<file path="config.mk">
export PLATFORM = sky130hd
export DESIGN_NAME = verificador_xor
export DESIGN_NICKNAME = d
export VERILOG_FILES = /design/src/rtl/verificador_xor_pkg.sv /design/src/rtl/verificador_xor_linea_retardo.sv /design/src/rtl/verificador_xor.sv
export SDC_FILE = /design/constraint.sdc
export NUM_CORES = 1
export LEC_CHECK = 0
export ABC_AREA = 1
export CORE_MARGIN = 2
export CORE_UTILIZATION = 46
export CTS_CLUSTER_SIZE = 12
export DETAILED_ROUTE_END_ITERATION = 6
export PLACE_DENSITY = 0.75
export SYNTH_ARGS = -nofsm -noshare
export SYNTH_HDL_FRONTEND = slang
export SYNTH_SLANG_ARGS = --single-unit
</file>
<file path="constraint.sdc">
create_clock -name Reloj -period 1.35 [get_ports Reloj]
set_input_delay 0.405 -clock Reloj [delete_from_list [all_inputs] [get_ports Reloj]]
set_output_delay 0.405 -clock Reloj [all_outputs]
set_load 0.03 [all_outputs]
</file>
<file path="src/rtl/verificador_xor_pkg.sv">
// Shared definitions for the verificador_xor response checker: run states,
// the truth table of the gate under test and the alignment depth bound.
package verificador_xor_pkg;

   typedef enum logic [1:0] {
      REPOSO    = 2'd0,
      CORRIENDO = 2'd1,
      FIN       = 2'd2
   } estado_t;

   // Truth table of the gate under test, indexed by the 2-bit stimulus (XOR).
   localparam logic [3:0] TABLA_ESPERADA = 4'b0110;

   localparam int LATENCIA_MAX = 7;

   function automatic logic valor_esperado(input logic [1:0] estimulo);
      return TABLA_ESPERADA[estimulo];
   endfunction

endpackage

</file>
<file path="src/rtl/verificador_xor_linea_retardo.sv">
// Valid+data shift register of configurable depth with synchronous clear;
// depth 0 degenerates to a direct wire.
module linea_retardo #(
   parameter int PROFUNDIDAD = 0,
   parameter int ANCHO       = 3
) (
   input  logic             reloj,
   input  logic             limpiar,
   input  logic             push_valid,
   input  logic [ANCHO-1:0] push_data,
   output logic             pop_valid,
   output logic [ANCHO-1:0] pop_data
);

   if (PROFUNDIDAD == 0) begin : g_directo
      assign pop_valid = push_valid;
      assign pop_data  = push_data;
   end else begin : g_registros
      logic [PROFUNDIDAD-1:0] valid_sr;
      logic [ANCHO-1:0]       data_sr [PROFUNDIDAD];

      // Only the valid bits need clearing; stale data is never consumed.
      always_ff @(posedge reloj) begin
         if (limpiar) begin
            valid_sr <= '0;
         end else begin
            valid_sr[0] <= push_valid;
            for (int i = 1; i < PROFUNDIDAD; i++) begin
               valid_sr[i] <= valid_sr[i-1];
            end
         end
         data_sr[0] <= push_data;
         for (int i = 1; i < PROFUNDIDAD; i++) begin
            data_sr[i] <= data_sr[i-1];
         end
      end

      assign pop_valid = valid_sr[PROFUNDIDAD-1];
      assign pop_data  = data_sr[PROFUNDIDAD-1];
   end

endmodule

</file>
<file path="src/rtl/verificador_xor.sv">
// Self-checking response stage for an XOR gate: aligns expected values to the
// gate latency, counts mismatches and reports a verdict. Optional coverage
// tracking is enabled with the macro VERIFICADOR_XOR_COBERTURA_EN.
module verificador_xor
   import verificador_xor_pkg::*;
#(
   parameter int NUM_VECTORES = 4,
   parameter int LATENCIA_DUT = 0,
   parameter int ANCHO_CONT   = 8
) (
   input  logic                  Reloj,
   input  logic                  Reinicio,
   input  logic                  Inicio,
   input  logic                  VectorValido,
   input  logic [1:0]            Estimulo,
   input  logic                  SalidaDut,
   output logic                  Ocupado,
   output logic                  Terminado,
   output logic                  Aprobado,
   output logic [ANCHO_CONT-1:0] Errores,
   output logic [ANCHO_CONT-1:0] Revisados,
   output logic [1:0]            PrimerFallo,
   output logic [3:0]            Cobertura
);

   localparam int PROFUNDIDAD = (LATENCIA_DUT > LATENCIA_MAX) ? LATENCIA_MAX : LATENCIA_DUT;
   localparam logic [ANCHO_CONT-1:0] NUM_C = ANCHO_CONT'(NUM_VECTORES);
   localparam logic [ANCHO_CONT-1:0] UNO   = ANCHO_CONT'(1);

   estado_t               estado, estado_sig;
   logic [ANCHO_CONT-1:0] aceptados, revisados, errores;
   logic [1:0]            primer_fallo;
   logic                  limpiar, acepta, compara, falla, cobertura_ok;
   logic                  pop_valid;
   logic [2:0]            pop_data;

   // Inicio restarts the run: it blocks acceptance and discards in-flight results.
   assign limpiar = Reinicio | Inicio;
   assign acepta  = VectorValido && (estado == CORRIENDO) && !Inicio && (aceptados < NUM_C);
   assign compara = pop_valid && (estado == CORRIENDO) && !Inicio;
   assign falla   = compara && (pop_data[2] != SalidaDut);

   linea_retardo #(
      .PROFUNDIDAD (PROFUNDIDAD),
      .ANCHO       (3)
   ) u_linea_retardo (
      .reloj      (Reloj),
      .limpiar    (limpiar),
      .push_valid (acepta),
      .push_data  ({valor_esperado(Estimulo), Estimulo}),
      .pop_valid  (pop_valid),
      .pop_data   (pop_data)
   );

   always_ff @(posedge Reloj) begin
      if (Reinicio) estado <= REPOSO;
      else          estado <= estado_sig;
   end

   always_comb begin
      estado_sig = estado;
      case (estado)
         REPOSO:    if (Inicio) estado_sig = CORRIENDO;
         CORRIENDO: begin
            if (Inicio)                  estado_sig = CORRIENDO;
            else if (revisados == NUM_C) estado_sig = FIN;
         end
         FIN:       if (Inicio) estado_sig = CORRIENDO;
         default:   estado_sig = REPOSO;
      endcase
   end

   always_ff @(posedge Reloj) begin
      if (limpiar) begin
         aceptados    <= '0;
         revisados    <= '0;
         errores      <= '0;
         primer_fallo <= 2'b00;
      end else begin
         if (acepta)  aceptados <= aceptados + UNO;
         if (compara) revisados <= revisados + UNO;
         if (falla) begin
            if (errores != '1) errores <= errores + UNO;
            if (errores == '0) primer_fallo <= pop_data[1:0];
         end
      end
   end

`ifdef VERIFICADOR_XOR_COBERTURA_EN
   logic [3:0] cobertura_q;

   always_ff @(posedge Reloj) begin
      if (limpiar)      cobertura_q <= 4'b0000;
      else if (compara) cobertura_q[pop_data[1:0]] <= 1'b1;
   end

   assign Cobertura    = cobertura_q;
   assign cobertura_ok = (cobertura_q == 4'b1111);
`else
   assign Cobertura    = 4'b0000;
   assign cobertura_ok = 1'b1;
`endif

   assign Ocupado     = (estado == CORRIENDO);
   assign Terminado   = (estado == FIN);
   assign Aprobado    = Terminado && (errores == '0) && cobertura_ok;
   assign Errores     = errores;
   assign Revisados   = revisados;
   assign PrimerFallo = primer_fallo;

endmodule

</file>
Word level (Yosys, flattened, before mapping):

Cells that the tools add are included.

* add/subtract/negate cells: 3
* order comparisons: 2
* equal/unequal tests: 7
* muxes and demuxes: 6
* bitwise logic cells: 1
* reductions and logical operators: 14

Operators with widths (number)
* adder 8 x 1 -> 8 bit (second input constant): 3
* == test 8 x 3 -> 1 bit (second input constant): 1
* logical NOT 8 bit: 1
* < comparator 8 x 3 -> 1 bit (second input constant): 1
* inequality test 8 bit (second input constant): 1
* logical AND 1 bit: 7
* 2-to-1 mux 2 bit: 3
* AND reduction 2 bit: 3
* one-hot mux 2 bit (2 select lines): 1
* < comparator 2 x 3 -> 1 bit (second input constant): 1
* inequality test 3 x 2 -> 1 bit (second input constant): 1
* binary-select mux 1 bit (select 2 bit): 1
* == test 2 x 1 -> 1 bit (second input constant): 1
* == test 2 bit (second input constant): 1
* logical NOT 2 bit: 1
* inequality test 2 x 1 -> 1 bit (second input constant): 1
* OR reduction 2 bit: 1
* logical NOT 1 bit: 1
* 2-to-1 mux 1 bit: 1
* inequality test 1 bit: 1
* bitwise OR 1 bit: 1

* flip-flop bits (word level): 28
* input port bits: 7
* output and inout port bits: 25
* logic and storage cells: 38

Logic depth before layout (Yosys ltp):

Gate-level depths: netlist of run 1.

* depth after elaboration: 8
* mapped depth: 9

By module:

From an unflattened synthesis of run 1, not the netlist that was laid out.

* cell total of the unflattened synthesis: 236
* area, all modules: 1631.6 um^2

Modules (own cells, without submodules)
* verificador_xor: times used 1, cells each 232, area an instance 1601.5 um^2, sequential area each 560.5 um^2
* linea_retardo: times used 1, cells each 4, area an instance 30.0 um^2, sequential area each 0.0 um^2

Least setup slack after synthesis of run 1:

No wires, ideal clock.

* path kind: reg-to-output
* start point: register errores[0] (netlist: Errores[0])
* end point: output port Aprobado
* arrival: 1745 ps
* path slack: -800 ps
* stages on the path, launching flop included: 5
* path through: dfxtp_1 inv_1 ha_1 nand3_1 nor4_1

* longest elaborated chain between the ends: 2

RTL lines
* from (decl): line verificador_xor.sv:31 `logic [ANCHO_CONT-1:0] aceptados, revisados, errores;`
* from (signal assigned): line verificador_xor.sv:83 `if (errores != '1) errores <= errores + UNO;`
* logical NOT 8 bit: line verificador_xor.sv:106 `assign Aprobado = Terminado && (errores == '0) && cobertura_ok;`
* logical AND 1 bit: line verificador_xor.sv:106
* to (decl): line verificador_xor.sv:19 `output logic Aprobado,`

Every way passes these cells.

Worst setup path after layout of run 1:

* start point: register errores[3] (netlist: Errores[3])
* end point: output port Aprobado

Same word-level chain as after synthesis.

==> results of run 1 <==
## power by group
group / leakage, nW / total [mW] / internal [mW] / switching [mW]
combinational: 0.912 / 0.244 / 0.101 / 0.143
clock: 0.0210 / 0.409 / 0.165 / 0.244
sequential: 0.236 / 0.830 / 0.824 / 0.00650
## layout by cell type (no fill, tap or decap), types with 8 or more instances in the layout
cell type / n
buf_4: 34
dfxtp_1: 11
buf_6: 26
a21oi_1: 8
nand2_2: 14
dfxtp_2: 12
nand3_1: 11
inv_1: 28
nor2_1: 23
nand2_1: 48
a21oi_2: 9
## worst max-delay path: cells and delay by family, from the launching register on
kind | cells | cell delay, ns
flops | 1 | 0.37
buf+inv | 1 | 0.20
simple gates | 3 | 0.45
## stage by stage
step           utilization (%)  worst slack (ns)  cell area (µm²)
2_1_floorplan                -           -0.1945             1642
3_3_place_gp             60.97           -0.4453             2034
3_5_place_dp             60.97           -0.4312             2034
4_1_cts                  69.55           -0.4552             2321
5_1_grt                  77.65           -0.4708             2591
6_report                 77.65           -0.3937             2591
## path summary, 6_finish.rpt
path,endpoint,slack (ns),depth (start not counted)
max,Aprobado,-0.39,4
min,PrimerFallo[1],0.38,3
max reg2reg,Errores[0],-0.08,9
min reg2reg,aceptados[7],0.45,2
## cells by family (layout without fill, tap and decap cells)
group,Yosys count,after routing
adder cells (fa/ha/maj),5,5
buffers and inverters,40,103
flip-flops,28,28
AND/OR/NAND/NOR,134,134
XOR/XNOR,4,4
AO/OA/AOI/OAI,23,23
other,1,4
## metal layers
| layer | share of wire, % | track usage, % | vias to the layer above |
|---|---|---|---|
| met2 | 53 | 34.27 | 33 |
| met3 | 3.4 | 3.423 | 4 |
| li1 | - | - | 872 |
| met1 | 43 | 24.56 | 784 |
| met4 | 0.91 | 3.611 | 0 |
| met5 | 0 | 0 | - |
## area by class of cell
class / count / area [µm²]
clock buffers: 4 / 36.28
flip-flops and latches: 28 / 594.3
fillers: 243 / 745.7
inverters: 32 / 125.1
repair buffers: 67 / 635.6
multi-input cells: 170 / 1142
well taps: 46 / 57.56
## state kept, by name, summed over array words and instances, names as in the netlist
name / count
Errores: 8
PrimerFallo: 2
Revisados: 8
aceptados: 8
estado: 2
## timing repair
item,in CTS,in global routing
endpoints found under the hold margin,0,0
endpoints found under the setup margin,22,37
setup buffers,9,13
pin swaps,16,18
resized for setup,53,64
==> run_results.csv, run 1 <==
group,metric,value,unit
global_routing,grt_max_degree,21,
synthesis,yosysTopAreaCellShare,35.19,%
route,antenna_left,0,
sta,setup_viol,23,
synthesis,synth_top_family_by_area,"simple AND/OR/NAND/NOR gates",
setup_path,crit_arrival,1.34,ns
placement,dp_hpwl,2591,µm
final_layout,antenna_cells,0,
power,total_power,1.484,mW
synthesis,synth_most_common_cell,"nand2_1",
cts,cts.path.max_buffers,2,
cts,clk_latency,0.33,ns
sta,fin_crit,1.744,ns
sta,grt_setup_unrepaired,"true",
power,p_leak,1.169,nW
final_layout,finalNetCount,314,
setup_path,critPathLaunchType,"register",
synthesis,ys_top_cells_by_count,"nand2_1, inv_1, nor2_1",
synthesis,synth_fa_ha_area_share,3.928,%
job,cap_violations,0,
setup_path,r2r-start,"estado[0]",
sta,fin_tns_setup,-1.312,ns
synthesis,synth_area,1593,µm²
floorplanning,fp.coreArea,3337,µm²
outcome,outcome,"finished, violations left",
setup_path,worst-path-max-fanout,2,
floorplanning,ioPinCount,32,
synthesis,synthArstFlopShare,0,%
final_layout,final_layout_size_suffix_gt1_share,48.17,%
floorplanning,initial_utilization,47.73,%
power,pwr_density_cell,572.5,nW/µm²
sta,slew_viol_final,0,
cts,cts_tree,"built",
setup_path,critPathLaunch,"Errores[3]",
synthesis,synth_mux_area_share,0,%
synthesis,synth-edff-count,0,
placement,gp_congestion,0.8256,
sta,finalHoldViolations,0,
synthesis,yosysUniqueCellTypes,26,
sta,setup_ws,-0.3937,ns
floorplanning,die_area,3949,µm²
placement,dpl.cell_count,325,
global_routing,grt_overflow_total,0,
synthesis,syn_area_per_cell,6.778,µm²
global_routing,grt_pass1_wl,6306,µm
route,wirelength,4183,µm
synthesis,synth_compound_area_share,7.698,%
outcome,violations,"setup timing",
synthesis,synth_xor_area_share,2.200,%
setup_path,worstPathCellList,"nor2_4, nand3_2, nor4_4, buf_4",
route,via_count,1693,
final_layout,synthToLayoutAreaGrowth,62.69,%
synthesis,ys_ff_latch,28,
route,wl_per_cell,12.05,µm
cts,htree_levels,1,
synthesis,synth_ff_type,"dfxtp_1",
cts,hold_buffers,0,
synthesis,ys_seq_area_share,35.19,%
route,vias_per_cell,4.879,
setup_path,endpoint_kind,"output port",
setup_path,critPathSlowestCell,"dfxtp_2",
synthesis,synthCells,235,
floorplanning,rows,21,
sta,max_freq,573.5,MHz
global_routing,first_global_vias,1505,
setup_path,crit_type,"register to output port",
cts,numCtsBuffers,3,
power,ir_drop,0.6498,mV
route,drt-initial-drc-count,71,
synthesis,synth_simple_gate_area_share,39.83,%
final_layout,fin_cells,347,
worst_hold_path,hold_path_class,"input pin to register",
sta,whs,0.3776,ns
floorplanning,die_y,62.85,µm
sta,fin_skew,0.01018,ns
cts,clk_pin_slew,0.15,ns
setup_path,required,0.95,ns
global_routing,grt.total_usage,19.31,%
route,dr.pass1.iters,4,
worst_hold_path,hold_path.startpoint,"Estimulo[1]",
route,drc_errors,0,
synthesis,synth_top_area_cell,"dfxtp_1",
sta,timing.final.crit_share,129.2,%
placement,io_buffers,27,
cts,clock-sinks,28,
floorplanning,die-width,62.85,µm
synthesis,ys_top_cells_by_area,"dfxtp_1, nand2_1, inv_1",
cts,clock-root-buffer,"clkbuf_4",
synthesis,ys_warn_count,0,
setup_path,slowest_delay,0.37,ns
global_routing,antenna_found_initial,0,
No activity file was read; power rests on OpenSTA's default activity.
==> run 2, diff against run 1 <==
--- a/config.mk
+++ b/config.mk
@@ -7,10 +7,11 @@
 export LEC_CHECK = 0
 export ABC_AREA = 1
 export CORE_MARGIN = 2
-export CORE_UTILIZATION = 46
+export CORE_UTILIZATION = 55
 export CTS_CLUSTER_SIZE = 12
 export DETAILED_ROUTE_END_ITERATION = 6
-export PLACE_DENSITY = 0.75
+export DONT_BUFFER_PORTS = 1
+export PLACE_DENSITY = 0.73
 export SYNTH_ARGS = -nofsm -noshare
 export SYNTH_HDL_FRONTEND = slang
 export SYNTH_SLANG_ARGS = --single-unit
==> run_results.csv, run 2 (same netlist as run 1, synthesis figures left out) <==
group,metric,value,unit
sta,slew_viol_final,0,
cts,cts_tree,"built",
sta,finalHoldViolations,0,
cts,numCtsBuffers,3,
cts,htree_levels,1,
final_layout,fin_cells,318,
route,top_layer_used,"met4",
cts,clk_latency,0.35,ns
sta,fin_skew,0.01883,ns
placement,dp_hpwl,2684,µm
placement,place_area,1906,µm²
final_layout,final_cell_mix,"nand2_1, buf_4, inv_1",
route,antenna_left,0,
sta,fin_crit,1.766,ns
route,met3_length,189,µm
placement,gp_congestion,0.8778,
setup_path,critPathLaunchType,"register",
power,power_frac_comb,15.2,%
placement,io_buffers,0,
floorplanning,ioPinCount,32,
sta,tightest_slew,0.7992,ns
route,drt-met1-wl,1837,µm
power,pwr_density_cell,607.0,nW/µm²
global_routing,grt_max_degree,21,
floorplanning,die_y,57.82,µm
route,dr.pass1.iters,4,
sta,grt_setup_unrepaired,"true",
power,p_int,1.023,mW
route,via_count,1702,
final_layout,synthToLayoutAreaGrowth,48.39,%
placement,dpl.cell_count,299,
floorplanning,rows,19,
setup_path,endpoint_kind,"output port",
final_layout,antenna_cells,0,
sta,whs,0.1839,ns
floorplanning,fp.coreArea,2758,µm²
cts,clk_pin_slew,0.17,ns
route,drt-initial-drc-count,103,
floorplanning,die-width,57.82,µm
route,dr_wl_met2,2585,µm
sta,slew_headroom,46.66,%
cts,clock-root-buffer,"clkbuf_4",
sta,timing.final.crit_share,130.8,%
sta,setup_ws,-0.4162,ns
power,total_power,1.435,mW
cts,hold_buffers,0,
setup_path,worst-path-max-fanout,2,
final_layout,finalNetCount,300,
sta,fin_tns_setup,-3.535,ns
floorplanning,die_area,3343,µm²
setup_path,crit_arrival,1.36,ns
cts,clock-sinks,28,
sta,max_freq,566.2,MHz
final_layout,final_common_cell,"nand2_1",
global_routing,grt_pass1_wl,6920,µm
global_routing,grt.total_usage,26.66,%
outcome,outcome,"finished, violations left",
final_layout,final_util,85.71,%
cts,cts.path.max_buffers,2,
power,power_frac_seq,58.0,%
power,ir_drop,0.6516,mV
global_routing,first_global_vias,1612,
route,vias_per_cell,5.352,
final_layout,stdcell_area,2364,µm²
power,p_sw,411.6,µW
sta,setup_viol,28,
final_layout,final_layout_size_suffix_gt1_share,44.60,%
global_routing,antenna_found_initial,0,
route,wl_per_cell,15.14,µm
placement,dp_slack,-0.1235,ns
job,cap_violations,0,
floorplanning,initial_utilization,57.76,%
route,drc_errors,0,
setup_path,ff2ff_setup_slack,-0.26,ns
route,wirelength,4815,µm
setup_path,crit_type,"register to output port",
worst_hold_path,hold_path_class,"input pin to register",
power,p_leak,1.038,nW
power,p_clk_share,26.8,%
setup_path,required,0.95,ns
global_routing,grt_overflow_total,0,
power,netSwitchingFraction,28.69,%
outcome,violations,"setup timing",
[run 2: cell count changes in the layout (fill, tap and decap cells not counted), sizes merged]
| cell | before | now |
|---|---|---|
| buf | 61 | 53 |
| dlymetal6s2s | 3 | 0 |
| clkdlybuf4s50 | 3 | 0 |
[run 2: worst paths after layout]
path                start             end  depth (start not counted)
max            Errores[0]        Aprobado                          5
min           Estimulo[1]  PrimerFallo[1]                          2
max reg2reg    Errores[0]      Errores[6]                          9
min reg2reg  aceptados[7]    aceptados[7]                          2
[run 2: cell type report]
cell class / count / area, µm²
Clock buffer: 4 / 26.28
Tap cell: 31 / 38.79
Inverter: 32 / 127.6
Multi-Input combinational cell: 170 / 1100
Timing Repair Buffer: 53 / 480.5
Fill cell: 147 / 394.1
Sequential cell: 28 / 590.6
[run 2: repair_timing]
item | CTS | global route
setup endpoints to repair | 18 | 32
buffers inserted | 7 | 9
resized for setup | 52 | 43
pin swaps | 13 | 17
[run 2: per-layer routing]
| layer | GRT usage [%] | vias to the layer above |
|---|---|---|
| li1 | - | 831 |
| met1 | 30.00 | 785 |
| met2 | 48.05 | 63 |
| met4 | 15.61 | 0 |
| met5 | 0 | - |
| met3 | 3.125 | 23 |
[run 2: critical path, cell delays in order (launching register included)]
cell and delay, ns:
dfxtp_4 0.39, inv_4 0.06, ha_4 0.14, nand3_4 0.08
nor4_4 0.15, buf_4 0.20
[run 2: power groups by stage]
stage / Sequential (mW) / Combinational (mW) / Clock, mW
floorplan: 0.855 / 0.115 / 0
global placement: 0.852 / 0.150 / 0
detailed placement: 0.852 / 0.153 / 0
CTS: 0.833 / 0.187 / 0.381
global route: 0.833 / 0.232 / 0.410
finish: 0.832 / 0.217 / 0.385
==> variant: new RTL, settings of run 2 <==
Put a register stage on the outputs `Ocupado` and `Aprobado`. The values now appear one clock later. The other outputs are not delayed to match.
--- a/src/rtl/verificador_xor.sv
+++ b/src/rtl/verificador_xor.sv
@@ -101,9 +101,11 @@
    assign cobertura_ok = 1'b1;
 `endif
 
-   assign Ocupado     = (estado == CORRIENDO);
    assign Terminado   = (estado == FIN);
-   assign Aprobado    = Terminado && (errores == '0) && cobertura_ok;
+   always_ff @(posedge Reloj) begin
+      Ocupado  <= (estado == CORRIENDO);
+      Aprobado <= Terminado && (errores == '0) && cobertura_ok;
+   end
    assign Errores     = errores;
    assign Revisados   = revisados;
    assign PrimerFallo = primer_fallo;
Function: changed (Yosys sat finds a counterexample within 4 cycles, from zero or initial values).
==> variant against run 2 <==
  * The run still ends with setup timing left
  * Global-route usage is 4.1 points lower
  * Largest cell class unchanged
  * Synthesized area grew 2.5%
  * Total power is 36% higher
  * Highest routed layer unchanged
  * Combinational power shrank 23%
  * Critical path type unchanged
  * Worst setup slack better by 0.33 ns
  * Utilization down 7.9 points
  * Routed wire length shrank 20%
  * Final area shrank 8.4%
  * Sequential cell count increased by 2
==> variant: results (changes against run 2) <==
stage,metric,value,unit,change
status,status,finished with violations,,
status,violations,setup timing,,
clocking,cts_max_level,2,,+1
routing,viasPerCell,5.05,,-5.6%
placement,dp.cells,291,,-2.7%
yosys,ys_seq_area_share,36.8,%,+1.6 points
sta,setup_viol,2,,-93%
routing,routed_wl,3.87,mm,-20%
critical_path,cp_slowest_stage_delay,0.35,ns,-0.04 ns
critical_path,r2r_slack,0,ns,+0.26 ns
sta,setup_slack,-0.0826,ns,+0.334 ns
cells_and_area,drive_gt1_share,32.5,%,-12 points
routing,drt_iter0_drc,55,,-47%
sta,slew_headroom,53.8,%,+7.2 points
global_routing,grt_pass1_vias,1298,,-19%
yosys,ys_top_cells_by_area,"dfxtp_1, nand2_1, inv_1",,
placement,gp_congestion,0.843,,-4.0%
routing,dr_total_vias,1556,,-8.6%
min_path,holdPathStages,2,,unchanged
yosys,synth_commonest_cells,"nand2_1, inv_1, dfxtp_1, nor2_1, nand3_1",,
clocking,cts_buffers,5,,+2
yosys,synth_cells,237,,+0.85%
global_routing,grt_pass1_wl,5.78,mm,-17%
pwr,p_leak,0.921,nW,-11%
critical_path,cp_slowest_cell,dfxtp_2,,
yosys,async_flop_share,0,%,unchanged
clocking,clk_latency,0.34,ns,
clocking,clkTransAtPathRegs,0.10,ns,-0.07 ns
critical_path,worstRegToRegCells,8,,-1
sta,clock_skew,0.00735,ns,-0.0115 ns
clocking,clockRootBuffer,clkbuf_4,,
global_routing,grt_usage,22.5,%,-4.1 points
pwr,peakVddDrop,1.34,mV,+110%
placement,dpl_cell_area,1850,µm²,-2.8%
placement,hpwl,2.45,mm,-8.5%
sta,holdWs,0.201,ns,+0.0170 ns
critical_path,cp.arrival,1.03,ns,-0.33 ns
-- variant: cell count changes in the layout (fill, tap and decap cells not counted), sizes merged --
cell,before,now
buf,53,37
clkbuf,4,7
dfxtp,28,30
bufinv,0,1
-- variant: worst paths after layout --
kind                      from              to
setup / recovery     estado[0]       Terminado
setup reg to reg     estado[0]      Errores[2]
hold / removal     Estimulo[1]  PrimerFallo[1]
hold reg to reg   aceptados[3]    aceptados[3]
-- variant: logic make-up (layout without fill, tap and decap cells) --
family / count (synthesis) / after routing / synth area share [%]
adder cells (fa/ha/maj): 5 / 5 / 3.83
AO/OA/AOI/OAI: 23 / 23 / 7.51
buffers and inverters: 40 / 77 / 10.7
flip-flops: 30 / 30 / 36.8
XOR/XNOR: 4 / 4 / 2.15
AND/OR/NAND/NOR: 134 / 134 / 38.9
other: 1 / 4 / 0.230
-- variant: worst reg2reg max path: stages (launching register included) --
cell	delay, ns
dfxtp_2	0.36
buf_6	0.11
inv_4	0.04
nor2_8	0.11
nand3_4	0.08
nor2_4	0.17
nand3_4	0.17
nand2_1	0.12
a21oi_2	0.05
-- variant: layout make-up --
cell class                 count  area (µm²)
timing repair buffer          37         308
clock inverter                 1        30.0
tap                           31        38.8
fill                         211         617
inverter                      32         123
multi-input combinational    170         958
clock buffer                   7        76.3
sequential                    30         631
-- variant: repair_timing --
action                                  CTS  global route
hold buffers                              0             0
endpoints found under the hold margin     0             0
endpoints found under the setup margin   13            25
pin swaps                                 1             5
buffers inserted                          3             6
gates resized for setup                  14            32
-- variant: layer usage --
layer / up-vias / GRT usage [%] / part of all wire [%]
met5: - / 0 / 0
met4: 0 / 8.97 / 1.5
met3: 5 / 6.81 / 5.7
met2: 39 / 33.5 / 48
met1: 700 / 30.5 / 44
li1: 812 / - / -
-- variant: report_power, final --
part | internal [W] | switching [W]
Combinational | 0.0000627 | 0.000105
Sequential | 0.000883 | 0.0000139
Clock | 0.000553 | 0.000340
Total | 0.00150 | 0.000459
-- variant: metrics by stage --
step	power [W]	util, %	setup TNS (ns)	setup WS [ns]
2_1_floorplan	0.00103	-	0	0.0150
3_3_place_gp	0.00106	66.6	0	0.0147
3_5_place_dp	0.00106	66.6	-0.0162	-0.0113
4_1_cts	0.00196	72.6	-0.0798	-0.0798
5_1_grt	0.00202	77.8	-0.717	-0.112
6_report	0.00196	77.8	-0.0887	-0.0826
